### config.mk
export PLATFORM = sky130hd
export DESIGN_NAME = dmem_access_ctrl
export DESIGN_NICKNAME = d
export VERILOG_FILES = /design/src/rtl/dmem_access_ctrl.sv
export SDC_FILE = /design/constraint.sdc
export NUM_CORES = 1
export LEC_CHECK = 0
export CORE_MARGIN = 2
export CORE_UTILIZATION = 45
export DETAILED_ROUTE_END_ITERATION = 10
export GPL_TIMING_DRIVEN = 0
export PLACE_DENSITY = 0.87
export SYNTH_ARGS = -nofsm -noshare
export SYNTH_HDL_FRONTEND = slang
export SYNTH_SLANG_ARGS = --single-unit
export TNS_END_PERCENT = 20
### constraint.sdc
create_clock -name clk -period 2.6 [get_ports clk]
set_input_delay 0.26 -clock clk [delete_from_list [all_inputs] [get_ports clk]]
set_output_delay 0.26 -clock clk [all_outputs]
set_load 0.005 [all_outputs]
### src/rtl/dmem_access_ctrl.sv
// Data-memory access sequencer for the MA stage.
// Issues RV32 byte/half/word loads and stores onto a word-addressed memory,
// extends load data, performs read-modify-write for sub-word stores, and
// reports alignment and range exceptions in a single DONE cycle.
module dmem_access_ctrl #(
    parameter int unsigned DEPTH    = 1024,
    parameter int unsigned READ_LAT = 1
) (
    input  logic                     clk,
    input  logic                     rst_n,
    input  logic                     req_read,
    input  logic                     req_write,
    input  logic [2:0]               funct3,
    input  logic [31:0]              addr,
    input  logic [31:0]              wdata,
    output logic [31:0]              rdata,
    output logic                     busy,
    output logic                     misaligned,
    output logic                     fault,
    output logic [$clog2(DEPTH)-1:0] mem_addr,
    output logic [31:0]              mem_wdata,
    output logic                     mem_read,
    output logic                     mem_write,
    input  logic [31:0]              mem_rdata
);

    localparam int unsigned AW      = $clog2(DEPTH);
    localparam logic [2:0]  LAT     = 3'(READ_LAT);
    localparam logic [29:0] DEPTH_W = 30'(DEPTH);

    typedef enum logic [2:0] {
        IDLE,
        RD_WAIT,
        RMW_WAIT,
        RMW_WR,
        DONE
    } state_t;

    state_t         state;
    logic [2:0]     cnt;
    logic [AW-1:0]  addr_q;
    logic [1:0]     lane_q;
    logic [2:0]     f3_q;
    logic [15:0]    sdata_q;
    logic [31:0]    wword_q;

    logic req, both, legal, is_half, is_word, mis, oor;
    logic exc_mis, exc_fault, go;

    function automatic logic [31:0] load_ext(input logic [31:0] w,
                                             input logic [2:0]  f3,
                                             input logic [1:0]  lane);
        logic [7:0]  b;
        logic [15:0] h;
        b = w[{lane, 3'b000} +: 8];
        h = lane[1] ? w[31:16] : w[15:0];
        case (f3)
            3'b000:  load_ext = {{24{b[7]}}, b};
            3'b001:  load_ext = {{16{h[15]}}, h};
            3'b100:  load_ext = {24'h0, b};
            3'b101:  load_ext = {16'h0, h};
            default: load_ext = w;
        endcase
    endfunction

    function automatic logic [31:0] merge(input logic [31:0] w,
                                          input logic [15:0] d,
                                          input logic [2:0]  f3,
                                          input logic [1:0]  lane);
        logic [31:0] r;
        r = w;
        if (f3 == 3'b000)
            r[{lane, 3'b000} +: 8] = d[7:0];
        else if (lane[1])
            r[31:16] = d;
        else
            r[15:0] = d;
        return r;
    endfunction

    // Classify the request presented in IDLE; earlier checks take priority.
    always_comb begin
        req     = req_read | req_write;
        both    = req_read & req_write;
        if (req_read)
            legal = (funct3 == 3'b000) || (funct3 == 3'b001) || (funct3 == 3'b010) ||
                    (funct3 == 3'b100) || (funct3 == 3'b101);
        else
            legal = (funct3 == 3'b000) || (funct3 == 3'b001) || (funct3 == 3'b010);
        is_half   = (funct3[1:0] == 2'b01);
        is_word   = (funct3[1:0] == 2'b10);
        mis       = (is_half & addr[0]) | (is_word & (addr[1:0] != 2'b00));
        oor       = (addr[31:2] >= DEPTH_W);
        exc_fault = both | ~legal | (~mis & oor);
        exc_mis   = ~both & legal & mis;
        go        = req & ~exc_fault & ~exc_mis;
    end

    // Sequencer state, captured request fields and registered result outputs.
    always_ff @(posedge clk or negedge rst_n) begin
        if (!rst_n) begin
            state      <= IDLE;
            cnt        <= '0;
            addr_q     <= '0;
            lane_q     <= '0;
            f3_q       <= '0;
            sdata_q    <= '0;
            wword_q    <= '0;
            rdata      <= '0;
            misaligned <= 1'b0;
            fault      <= 1'b0;
        end else begin
            misaligned <= 1'b0;
            fault      <= 1'b0;
            case (state)
                IDLE: begin
                    if (req) begin
                        addr_q  <= addr[AW+1:2];
                        lane_q  <= addr[1:0];
                        f3_q    <= funct3;
                        sdata_q <= wdata[15:0];
                        if (!go) begin
                            state      <= DONE;
                            misaligned <= exc_mis;
                            fault      <= exc_fault;
                        end else if (req_read) begin
                            state <= RD_WAIT;
                            cnt   <= LAT;
                        end else if (funct3 == 3'b010) begin
                            state <= DONE;
                        end else begin
                            state <= RMW_WAIT;
                            cnt   <= LAT;
                        end
                    end
                end
                RD_WAIT: begin
                    if (cnt == 3'd1) begin
                        rdata <= load_ext(mem_rdata, f3_q, lane_q);
                        state <= DONE;
                    end else begin
                        cnt <= cnt - 3'd1;
                    end
                end
                RMW_WAIT: begin
                    if (cnt == 3'd1) begin
                        wword_q <= merge(mem_rdata, sdata_q, f3_q, lane_q);
                        state   <= RMW_WR;
                    end else begin
                        cnt <= cnt - 3'd1;
                    end
                end
                RMW_WR:  state <= DONE;
                DONE:    state <= IDLE;
                default: state <= IDLE;
            endcase
        end
    end

    // Memory strobes and stall; the IDLE issue path is combinational so a
    // request is launched in the same cycle it appears, and everything is
    // forced low while reset is asserted so no strobe escapes after rst_n falls.
    always_comb begin
        busy      = 1'b0;
        mem_read  = 1'b0;
        mem_write = 1'b0;
        mem_addr  = addr_q;
        mem_wdata = '0;
        if (!rst_n) begin
            mem_addr = '0;
        end else begin
            case (state)
                IDLE: begin
                    busy = req;
                    if (req)
                        mem_addr = addr[AW+1:2];
                    if (go) begin
                        if (req_read || funct3 != 3'b010) begin
                            mem_read = 1'b1;
                        end else begin
                            mem_write = 1'b1;
                            mem_wdata = wdata;
                        end
                    end
                end
                RD_WAIT, RMW_WAIT: busy = 1'b1;
                RMW_WR: begin
                    busy      = 1'b1;
                    mem_write = 1'b1;
                    mem_wdata = wword_q;
                end
                default: busy = 1'b0;
            endcase
        end
    end

endmodule

==> out/results.ini <==
[floorplan]
fp.dieArea_um2=14800
rows=43
num_io_pins=182
die_w_um=122
die_h_um=122
start_util=0.456
core_um2=13700

[timing]
setup_violations=0
rsz0062_at_grt=true
period_share=0.984
hold_viol_final=0
worst_slew_pin_slew_ns=0.787
finClkSkew_ns=0.00890
maxSlewHeadroom=0.471
min_period_ns=2.56
maxSlewViolCount=0
fmax_mhz=391

[setup_path]
r2r-end=wword_q[13]
worstSetupPathType=flip-flop to output port
critPathMaxFanout=10
start_kind=flip-flop
r2r_slack_ns=0.21
critPathRequiredTime_ns=2.34
cp-end-kind=output port
timing.rr.start=cnt[1]
cp_slowest_stage_delay_ns=0.48
path_cells=nor3_4 > o21ai_2 > buf_4 > mux2_2 > and2_1 > clkdlybuf4s50_1
cpMaxStageDelayCell=dfrtp_2
worstRegToRegCells=9
cp.arrival_ns=2.30

[pwr]
ir_drop_uv=362
sequentialPowerShare=0.419
p_sw_frac=0.320
switching_power_w=0.00138
cellLeakagePower_nw=3.73
internal_power_w=0.00293
finalPower_w=0.00431
combPwrFrac=0.283
clkPwrFrac=0.298
powerDensity_nw_per_um2=499

[yosys]
synth_seq_area_share=0.412
avgSynthCellArea_um2=8.44
syn_area_um2=6250
yosysUniqueCellTypes=57
synthesis.nets=851
synth_flop_cell=dfrtp_1
yosysWarnings=0
synthArstFlopShare=1.00
synth_seq_cells=103
synthCells=741
synth-edff-count=0

[global_routing]
grt_usage=0.287
grt_pass1_wl_mm=32.9
grt_overflow=0
grt_max_degree=53
antenna_found_initial=0
grt_pass1_vias=6259

[place]
post-dp-hpwl_mm=15.7
port_buffers=180
gp_congestion=0.939

[hold_path]
hp-start=req_read
hold_depth=3
min_path_type=primary input to flip-flop
worstHoldEndpoint=state[0]

[cells_and_area]
area_growth_pct=38.2
fin_nets=1051
finish.utilization=0.630
num_antenna_cells=0
final_cell_mix=150 x nand2_1, 141 x clkdlybuf4s50_1, 101 x dfrtp_1
final_common_cell=nand2_1
drive_above_1_share=0.151

[clocking]
clk_pin_slew_ns=0.07
htree_levels=3
insertion_delay_ns=0.36
clock_sinks=103
cts_tree=done
cts_buffers=9
clockBufferDepth=2
root_buffer=clkbuf_16

[detailed_routing]
ant_nets=0
drt_iter0_markers=590
dr.pass1.iters=5
wirelength_mm=20.9
drc=0
wire_per_inst_um=18.6
viasPerCell=5.80
vias=6527

[run]
drv_cap=0

[outcome]
status=finished, final reports clean

[layout make-up]
type,count,area (µm²)
fillers,1160,5080
multi-input cells,564,3410
flip-flops and latches,103,2580
repair buffers,191,1810
plain buffers,56,279
clock buffers,13,260
well taps,180,225
inverters,16,61.3
clock inverters,3,17.5
[layer usage]
metal / track usage / wire (µm)
met1: 0.365 / 8410
met2: 0.467 / 9750
met3: 0.0665 / 1990
met4: 0.129 / 779
met5: 0 / 0
[metrics by stage]
| stage | cells | setup slack, ns | TNS, ns | hold slack (ns) | instance area (µm²) |
|---|---|---|---|---|---|
| 2_1_floorplan | 741 | 0.305 | 0 | -0.0356 | 6250 |
| 3_3_place_gp | 1101 | -4.12 | -441.53 | 0.460 | 8280 |
| 3_5_place_dp | 1102 | -0.830 | -28.69 | 0.351 | 8300 |
| 4_1_cts | 1126 | 0.00246 | 0 | 0.181 | 8730 |
| 5_1_grt | 1126 | -0.0341 | -0.144 | 0.224 | 8640 |
| 6_report | 1126 | 0.0426 | 0 | 0.212 | 8640 |
[what timing repair did]
action	4_1_cts	5_1_grt
pin swaps	6	3
endpoints found under the hold margin	51	0
endpoints found under the setup margin	69	67
buffers inserted	7	0
hold buffers	2	0
cloned	1	0
gates resized for setup	72	69
[cell usage after synthesis, drive strengths merged, types with 2 or more instances]
master	instances	area (µm²)
mux2i	20	200
a221oi	24	210
a211oi	9	67.6
nor2b	2	12.5
and3b	8	70.1
nor3	8	51.3
mux2	20	225
nand2	150	563
o22ai	3	18.8
and2	11	70.1
or3	3	18.8
a21oi	29	145
clkbuf	45	169
inv	15	56.3
a22o	16	140
nand3	33	165
a31oi	17	106
a211o	7	61.3
buf	13	87.6
nand2b	7	43.8
o21ai	71	457
a21o	8	61.3
o211ai	2	15.0
ha	7	87.6
nor4	5	31.3
a2111oi	2	17.5
o32ai	2	36.3
dfrtp	103	2580
nor2	82	310
[worst max-delay path by stage]
stage / endpoint / startpoint / slack (ns)
after floorplan: wword_q[26] / lane_q[1] / 0.30
after global placement: mem_wdata[16] / rst_n / -4.12
after detailed placement: mem_wdata[16] / rst_n / -0.83
after CTS: mem_wdata[13] / addr[21] / 0.002
after global routing: mem_addr[3] / state[0] / -0.03
final: mem_addr[3] / state[0] / 0.04
[power groups by stage]
stage	Combinational, W	Sequential [W]	Clock [W]
floorplan	0.000710	0.00178	0
global placement	0.00114	0.00183	0
detailed placement	0.00117	0.00183	0
CTS	0.00120	0.00180	0.00131
global route	0.00133	0.00181	0.00137
finish	0.00122	0.00181	0.00128
[sequential cells by signal, indices dropped and copies added (netlist names)]
name,count
wword_q,32
state,3
f3_q,3
rdata,32
misaligned,1
cnt,3
lane_q,2
addr_q,10
sdata_q,16
fault,1
[critical path, delay by kind of cell, from the launching register on]
family	cells	cell delay, ns
flip-flops	1	0.48
AND/OR/NAND/NOR	2	0.38
buffers and inverters	2	0.66
multiplexers	1	0.29
AO/OA/AOI/OAI	1	0.13
[kinds of logic (layout without fill, tap and decap cells)]
family	count (synthesis)	after routing	synth area share
AO/OA/AOI/OAI	196	196	0.222
adder cells (fa/ha/maj)	7	7	0.0140
XOR/XNOR	2	2	0.00280
multiplexers	41	41	0.0717
AND/OR/NAND/NOR	318	318	0.226
flip-flops	103	103	0.412
buffers and inverters	74	279	0.0506
No activity file was read; power rests on OpenSTA's default activity.
